**config.mk**
```make
export PLATFORM = sky130hd
export DESIGN_NAME = onehot_seg_display
export DESIGN_NICKNAME = d
export VERILOG_FILES = /design/src/rtl/onehot_seg_display.sv
export SDC_FILE = /design/constraint.sdc
export NUM_CORES = 1
export LEC_CHECK = 0
export CAP_MARGIN = 5
export CORE_ASPECT_RATIO = 0.8
export CORE_MARGIN = 2
export CORE_UTILIZATION = 25
export CTS_BUF_LIST = sky130_fd_sc_hd__clkbuf_8
export DETAILED_ROUTE_END_ITERATION = 16
export PLACE_DENSITY = 0.47
export SKIP_CTS_REPAIR_TIMING = 1
export SYNTH_ARGS = -nofsm -noshare
export SYNTH_HDL_FRONTEND = slang
export SYNTH_SLANG_ARGS = --single-unit
```
**constraint.sdc**
```tcl
create_clock -name clk -period 2.55 [get_ports clk]
set_input_delay 0.255 -clock clk [delete_from_list [all_inputs] [get_ports clk]]
set_output_delay 0.255 -clock clk [all_outputs]
set_load 0.1 [all_outputs]
```
**src/rtl/onehot_seg_display.sv**
```systemverilog
// Purpose: one-hot position -> 1-based index -> RADIX digits -> active-low 7-segment buses.
// Latency: load sampled at edge k; hex_out/err updated and busy cleared at edge k+N_DIGITS+2.
// Backpressure: none; load is honoured only while busy=0, otherwise dropped (never queued).
//
// Ports:
//   clk      rising-edge clock
//   reset_n  synchronous active-low reset (dominates load and any conversion)
//   in_val   one-hot position vector, bit i -> index i+1
//   load     sample in_val (ignored while busy)
//   hex_out  active-low gfedcba segments per digit, [6:0] = least-significant digit
//   busy     conversion in progress
//   err      displayed value is the blinking dash pattern (zero/multi-hot/overflow)
module onehot_seg_display #(
    parameter int N_IN      = 26,
    parameter int N_DIGITS  = 2,
    parameter int RADIX     = 16,
    parameter int BLANK_LZ  = 0,
    parameter int BLINK_DIV = 25_000_000
) (
    input  logic                  clk,
    input  logic                  reset_n,
    input  logic [N_IN-1:0]       in_val,
    input  logic                  load,
    output logic [7*N_DIGITS-1:0] hex_out,
    output logic                  busy,
    output logic                  err
);

    localparam int W   = $clog2(N_IN + 1);
    // Four spare bits keep the radix constant representable even for tiny W.
    localparam int VW  = W + 4;
    localparam int DCW = (N_DIGITS > 1) ? $clog2(N_DIGITS) : 1;
    localparam int BCW = (BLINK_DIV > 1) ? $clog2(BLINK_DIV) : 1;

    function automatic logic [63:0] radix_pow();
        logic [63:0] p;
        p = 64'd1;
        for (int i = 0; i < N_DIGITS; i++) begin
            p = p * 64'(RADIX);
        end
        return p;
    endfunction

    localparam logic [63:0]          LIMIT  = radix_pow();
    localparam logic [7*N_DIGITS-1:0] DASHES = {N_DIGITS{7'h3F}};
    localparam logic [7*N_DIGITS-1:0] BLANKS = {N_DIGITS{7'h7F}};

    generate
        if (RADIX != 16 && RADIX != 10) begin : g_bad_radix
            $error("onehot_seg_display: RADIX must be 16 or 10");
        end
        if (N_IN < 2) begin : g_bad_nin
            $error("onehot_seg_display: N_IN must be at least 2");
        end
        if (N_DIGITS < 1 || N_DIGITS > 8) begin : g_bad_ndig
            $error("onehot_seg_display: N_DIGITS must be 1..8");
        end
        if (BLINK_DIV < 1) begin : g_bad_blink
            $error("onehot_seg_display: BLINK_DIV must be at least 1");
        end
    endgenerate

    function automatic logic [6:0] seg7(input logic [3:0] d);
        logic [6:0] s;
        case (d)
            4'h0:    s = 7'h40;
            4'h1:    s = 7'h79;
            4'h2:    s = 7'h24;
            4'h3:    s = 7'h30;
            4'h4:    s = 7'h19;
            4'h5:    s = 7'h12;
            4'h6:    s = 7'h02;
            4'h7:    s = 7'h78;
            4'h8:    s = 7'h00;
            4'h9:    s = 7'h18;
            4'hA:    s = 7'h08;
            4'hB:    s = 7'h03;
            4'hC:    s = 7'h46;
            4'hD:    s = 7'h21;
            4'hE:    s = 7'h06;
            default: s = 7'h0E;
        endcase
        return s;
    endfunction

    typedef enum logic [1:0] {
        S_IDLE,
        S_ENC,
        S_CONV,
        S_UPD
    } state_t;

    state_t                  state;
    state_t                  state_nxt;
    logic [N_IN-1:0]         cap;
    logic [W-1:0]            v;
    logic                    ok_r;
    logic                    ovf_r;
    logic [DCW-1:0]          dcnt;
    logic [4*N_DIGITS-1:0]   dig;
    logic [7*N_DIGITS-1:0]   disp;
    logic                    err_r;
    logic [BCW-1:0]          bcnt;
    logic                    phase_on;

    logic [W-1:0]            enc_idx;
    logic                    seen_one;
    logic                    seen_more;
    logic                    enc_ovf;
    logic [VW-1:0]           vx;
    logic [VW-1:0]           q;
    logic [VW-1:0]           r;
    logic [4*N_DIGITS+3:0]   dig_sh;
    logic [4*N_DIGITS-1:0]   dig_next;
    logic [7*N_DIGITS-1:0]   seg_next;
    logic                    lead;

    // ---------------------------------------------------------------
    // Encoder: OR of (i+1) over set bits is exact for one-hot input;
    // seen_more flags a second set bit without a full popcount.
    // ---------------------------------------------------------------
    always_comb begin
        enc_idx   = '0;
        seen_one  = 1'b0;
        seen_more = 1'b0;
        for (int i = 0; i < N_IN; i++) begin
            if (cap[i]) begin
                seen_more = seen_more | seen_one;
                seen_one  = 1'b1;
                enc_idx   = enc_idx | W'(i + 1);
            end
        end
    end

    assign enc_ovf = (64'(enc_idx) >= LIMIT);

    // ---------------------------------------------------------------
    // One digit-extraction step: r = v mod RADIX, q = v / RADIX.
    // ---------------------------------------------------------------
    assign vx = VW'(v);

    generate
        if (RADIX == 16) begin : g_hex
            assign q = vx >> 4;
            assign r = vx & VW'(15);
        end else begin : g_dec
            assign q = vx / VW'(RADIX);
            assign r = vx % VW'(RADIX);
        end
    endgenerate

    // Digits enter at the top and shift down, so after N_DIGITS steps the
    // first (least-significant) digit extracted sits in slot 0.
    assign dig_sh   = {r[3:0], dig};
    assign dig_next = dig_sh[4*N_DIGITS+3:4];

    // ---------------------------------------------------------------
    // Segment mapping with optional leading-zero blanking; slot 0 is
    // always shown so a zero value still displays "0".
    // ---------------------------------------------------------------
    always_comb begin
        seg_next = '0;
        lead     = (BLANK_LZ != 0);
        for (int i = N_DIGITS - 1; i >= 0; i--) begin
            if (lead && (i != 0) && (dig[4*i +: 4] == 4'h0)) begin
                seg_next[7*i +: 7] = 7'h7F;
            end else begin
                lead               = 1'b0;
                seg_next[7*i +: 7] = seg7(dig[4*i +: 4]);
            end
        end
    end

    // ---------------------------------------------------------------
    // FSM
    // ---------------------------------------------------------------
    always_ff @(posedge clk) begin
        if (!reset_n) begin
            state <= S_IDLE;
        end else begin
            state <= state_nxt;
        end
    end

    always_comb begin
        state_nxt = state;
        case (state)
            S_IDLE: begin
                if (load) begin
                    state_nxt = S_ENC;
                end
            end
            S_ENC:  state_nxt = S_CONV;
            S_CONV: begin
                if (dcnt == DCW'(N_DIGITS - 1)) begin
                    state_nxt = S_UPD;
                end
            end
            S_UPD:   state_nxt = S_IDLE;
            default: state_nxt = S_IDLE;
        endcase
    end

    // ---------------------------------------------------------------
    // Datapath. disp/err_r change only in UPD, so an interrupted
    // conversion never leaks a partial value to the display.
    // ---------------------------------------------------------------
    always_ff @(posedge clk) begin
        if (!reset_n) begin
            cap   <= '0;
            v     <= '0;
            ok_r  <= 1'b0;
            ovf_r <= 1'b0;
            dcnt  <= '0;
            dig   <= '0;
            disp  <= BLANKS;
            err_r <= 1'b0;
        end else begin
            case (state)
                S_IDLE: begin
                    if (load) begin
                        cap <= in_val;
                    end
                end
                S_ENC: begin
                    v     <= enc_idx;
                    ok_r  <= seen_one & ~seen_more;
                    ovf_r <= enc_ovf;
                    dcnt  <= '0;
                end
                S_CONV: begin
                    dig  <= dig_next;
                    v    <= q[W-1:0];
                    dcnt <= dcnt + DCW'(1);
                end
                S_UPD: begin
                    disp  <= seg_next;
                    err_r <= ~ok_r | ovf_r;
                end
                default: ;
            endcase
        end
    end

    // Free-running blink timebase; phase starts "on" out of reset.
    always_ff @(posedge clk) begin
        if (!reset_n) begin
            bcnt     <= '0;
            phase_on <= 1'b1;
        end else if (bcnt == BCW'(BLINK_DIV - 1)) begin
            bcnt     <= '0;
            phase_on <= ~phase_on;
        end else begin
            bcnt <= bcnt + BCW'(1);
        end
    end

    assign hex_out = err_r ? (phase_on ? DASHES : BLANKS) : disp;
    assign busy    = (state != S_IDLE);
    assign err     = err_r;

    // Quotient/remainder high bits and the shifted-out nibble are never needed.
    logic unused_bits;
    assign unused_bits = ^{q[VW-1:W], r[VW-1:4], dig_sh[3:0]};

endmodule

```
==> flow_summary_export.csv <==
group,metric,value,unit
grt,track_usage,11.46,%
worst_setup_path,critPathMaxStageDelay,0.47,ns
yosys,synth_top_area_cell,"dfxtp_1",
grt,grt_overflow,0,
timing,worst_slew_pin_slew,0.9053,ns
cts,cts_tree,"yes",
cts,cts_sinks,84,
detailed_routing,wl_per_cell,12.68,um
worst_setup_path,end_kind,"flip-flop",
yosys,async_flop_share,0,%
place,io_buffers,44,
floorplan,ios,45,
worst_setup_path,arrival,2.33,ns
worst_setup_path,crit_type,"reg -> reg",
timing,fin_crit_sh,81.82,%
grt,grtUsageMet3,3.384,%
grt,antenna_found_initial,0,
floorplan,coreArea,16450,um2
yosys,netlist_area,4184,um2
floorplan,start_util,25.44,%
timing,finalClockSkew,0.005172,ns
timing,fin_crit,2.086,ns
floorplan,num_rows,42,
finish,area_growth_syn_to_layout,19.53,%
yosys,synth_area_leaders,"dfxtp_1, nand2_1, a21boi_0",
worst_setup_path,critical_path.max_fanout,4,
place,gp_congestion,0.8528,
finish,instances_no_fill,765,
grt,grt_pass1_wl,16290,um
detailed_routing,drt_iter0_drc,201,
worst_setup_path,cp-start-kind,"flip-flop",
yosys,synth-edff-count,0,
timing,hold_viol_final,0,
finish,antennaDiodeCount,0,
cts,cts_buffer_depth,2,
finish,utilization,30.40,%
detailed_routing,drtAntennaViolNets,0,
floorplan,die-area,17790,um2
timing,max_freq,479.3,MHz
place,dp.cells,752,
grt,use_met2,16.70,%
cts,clk_latency,0.36,ns
yosys,synthesis.nets,554,
power,leakagePower,0.001771,uW
yosys,ys_seq_area_share,40.19,%
timing,setup_viol,0,
timing,rsz0062_at_grt,"false",
timing,slew-limit-headroom,39.50,%
yosys,ys_ff_latch,84,
outcome,status,"finished clean",
cts,htree_levels,3,
floorplan,fp.dieW,148.6,um
yosys,synth_flop_cell,"dfxtp_1",
worst_setup_path,slowest_stage,"nor3_1",
detailed_routing,viasPerCell,4.574,
detailed_routing,drt_wl_total,9701,um
yosys,syn_area_per_cell,8.204,um2
grt,met1_usage,16.16,%
timing,final_max_slew_viol_count,0,
power,powerDensity,814.5,nW/um2
yosys,synth_top_area_share,40.19,%
finish,design_area,5001,um2
power,vdd_ir_drop_max,0.7035,mV
job,cap_viol_max_count,0,
yosys,ys_types,52,
detailed_routing,num_vias,3499,
finish,drive_gt1_share,9.908,%
detailed_routing,drc_errors,0,
yosys,synthCells,510,
worst_setup_path,cp.required,2.80,ns
yosys,synth.most_common_cell,"nand2_1",
floorplan,die_h,119.7,um
cts,numCtsBuffers,9,
place,postPlaceCellArea,4808,um2
place,place_ws,0.5234,ns
timing,worst_slack,0.4636,ns
worst_setup_path,ff2ff_setup_slack,0.46,ns
worst_setup_path,cp_cell_sequence,"ha_1 > and4_1 > nand4_1 > nor3_1 > and3_1 > xnor2_1 > nor2_1",
detailed_routing,first_pass_iters,6,
yosys,ys_top_cells_by_count,"nand2_1, dfxtp_1, nor2_1, a21boi_0, o21ai_0",
timing,tns,0,ns
grt,grt_pass1_vias,3187,
worst_hold_path,min_path_type,"in -> reg",
finish,layout.nets,587,
grt,grt-busiest-layer,"met2",
place,hpwl,7089,um
cts,path_clk_slew,0.08,ns
cts,ctsRootBufferMaster,"clkbuf_8",
grt,grt_max_degree,58,
yosys,ys.warnings.count,0,
stage by stage:
step	total power (uW)	hold WS (ns)
detailed placement	3139	0.4560
floorplan	2768	0.3999
global placement	3140	0.4442
CTS	4149	0.4112
global route	4356	0.4334
finish	4074	0.4451
sequential cells by signal (all words and copies together), names as in the netlist:
name and flops:
cap 26, bcnt 25, disp 14, dig 8, v 5, state 2, dcnt 1, err 1
ok_r 1, phase_on 1
worst paths after layout:
check,to,cells after the start,start
worst max register to register,bcnt[22],7,bcnt[0]
worst min-delay path,cap[24],3,in_val[24]
worst max-delay path,bcnt[22],7,bcnt[0]
worst min register to register,bcnt[0],1,bcnt[0]
cell families after synthesis:
| family | after synthesis | synth area share [%] |
|---|---|---|
| flops | 84 | 40.19 |
| compound gates | 97 | 16.21 |
| simple gates | 236 | 27.36 |
| xor+xnor | 24 | 5.024 |
| mux | 10 | 2.392 |
| buf+inv | 42 | 3.858 |
| fa+ha+maj | 17 | 4.964 |
worst max-delay path: cells and delay by family (launching register included):
| kind | cells | cell delay, ns |
|---|---|---|
| xor gates and xnor gates | 1 | 0.12 |
| adders and majority gates | 1 | 0.21 |
| DFF | 1 | 0.37 |
| and+or+nand+nor | 5 | 1.26 |
power by group:
group,switching (uW),internal [uW],leakage [uW]
clock,451,530,0.000102
combinational,914,492,0.000985
sequential,201,1490,0.000684
total,1570,2510,0.00177
layout by cell type (no fill, tap or decap), drive strengths merged, types with 4 or more instances in the layout:
cell            n
clkbuf          9
nor2b          13
nand2          98
o21ai          25
dfxtp          84
buf            20
a21o            4
mux2i          10
nor2           45
nand3          12
nor4            9
nand2b          9
xor2           11
a21oi           6
clkdlybuf4s50  28
o311ai         11
or2            14
o211ai          6
a21boi         26
and3            5
nor3           13
ha             15
inv            17
nand4           5
xnor2          13
per-layer routing:
metal  wire length (um)  share of wire (%)
met1               5104                 53
met3                468                4.8
met4                 93               0.96
met2               4036                 42
met5                  0                  0
cell type report:
| cell class | count | area (um2) |
|---|---|---|
| Fill cell | 1752 | 11450 |
| Multi-Input combinational cell | 384 | 2349 |
| Sequential cell | 84 | 1682 |
| Timing Repair Buffer | 48 | 442.9 |
| Tap cell | 220 | 275.3 |
| Clock buffer | 9 | 123.9 |
| Clock inverter | 4 | 68.82 |
| Inverter | 16 | 60.06 |
Note: power is estimated with default switching activity, not from simulation.
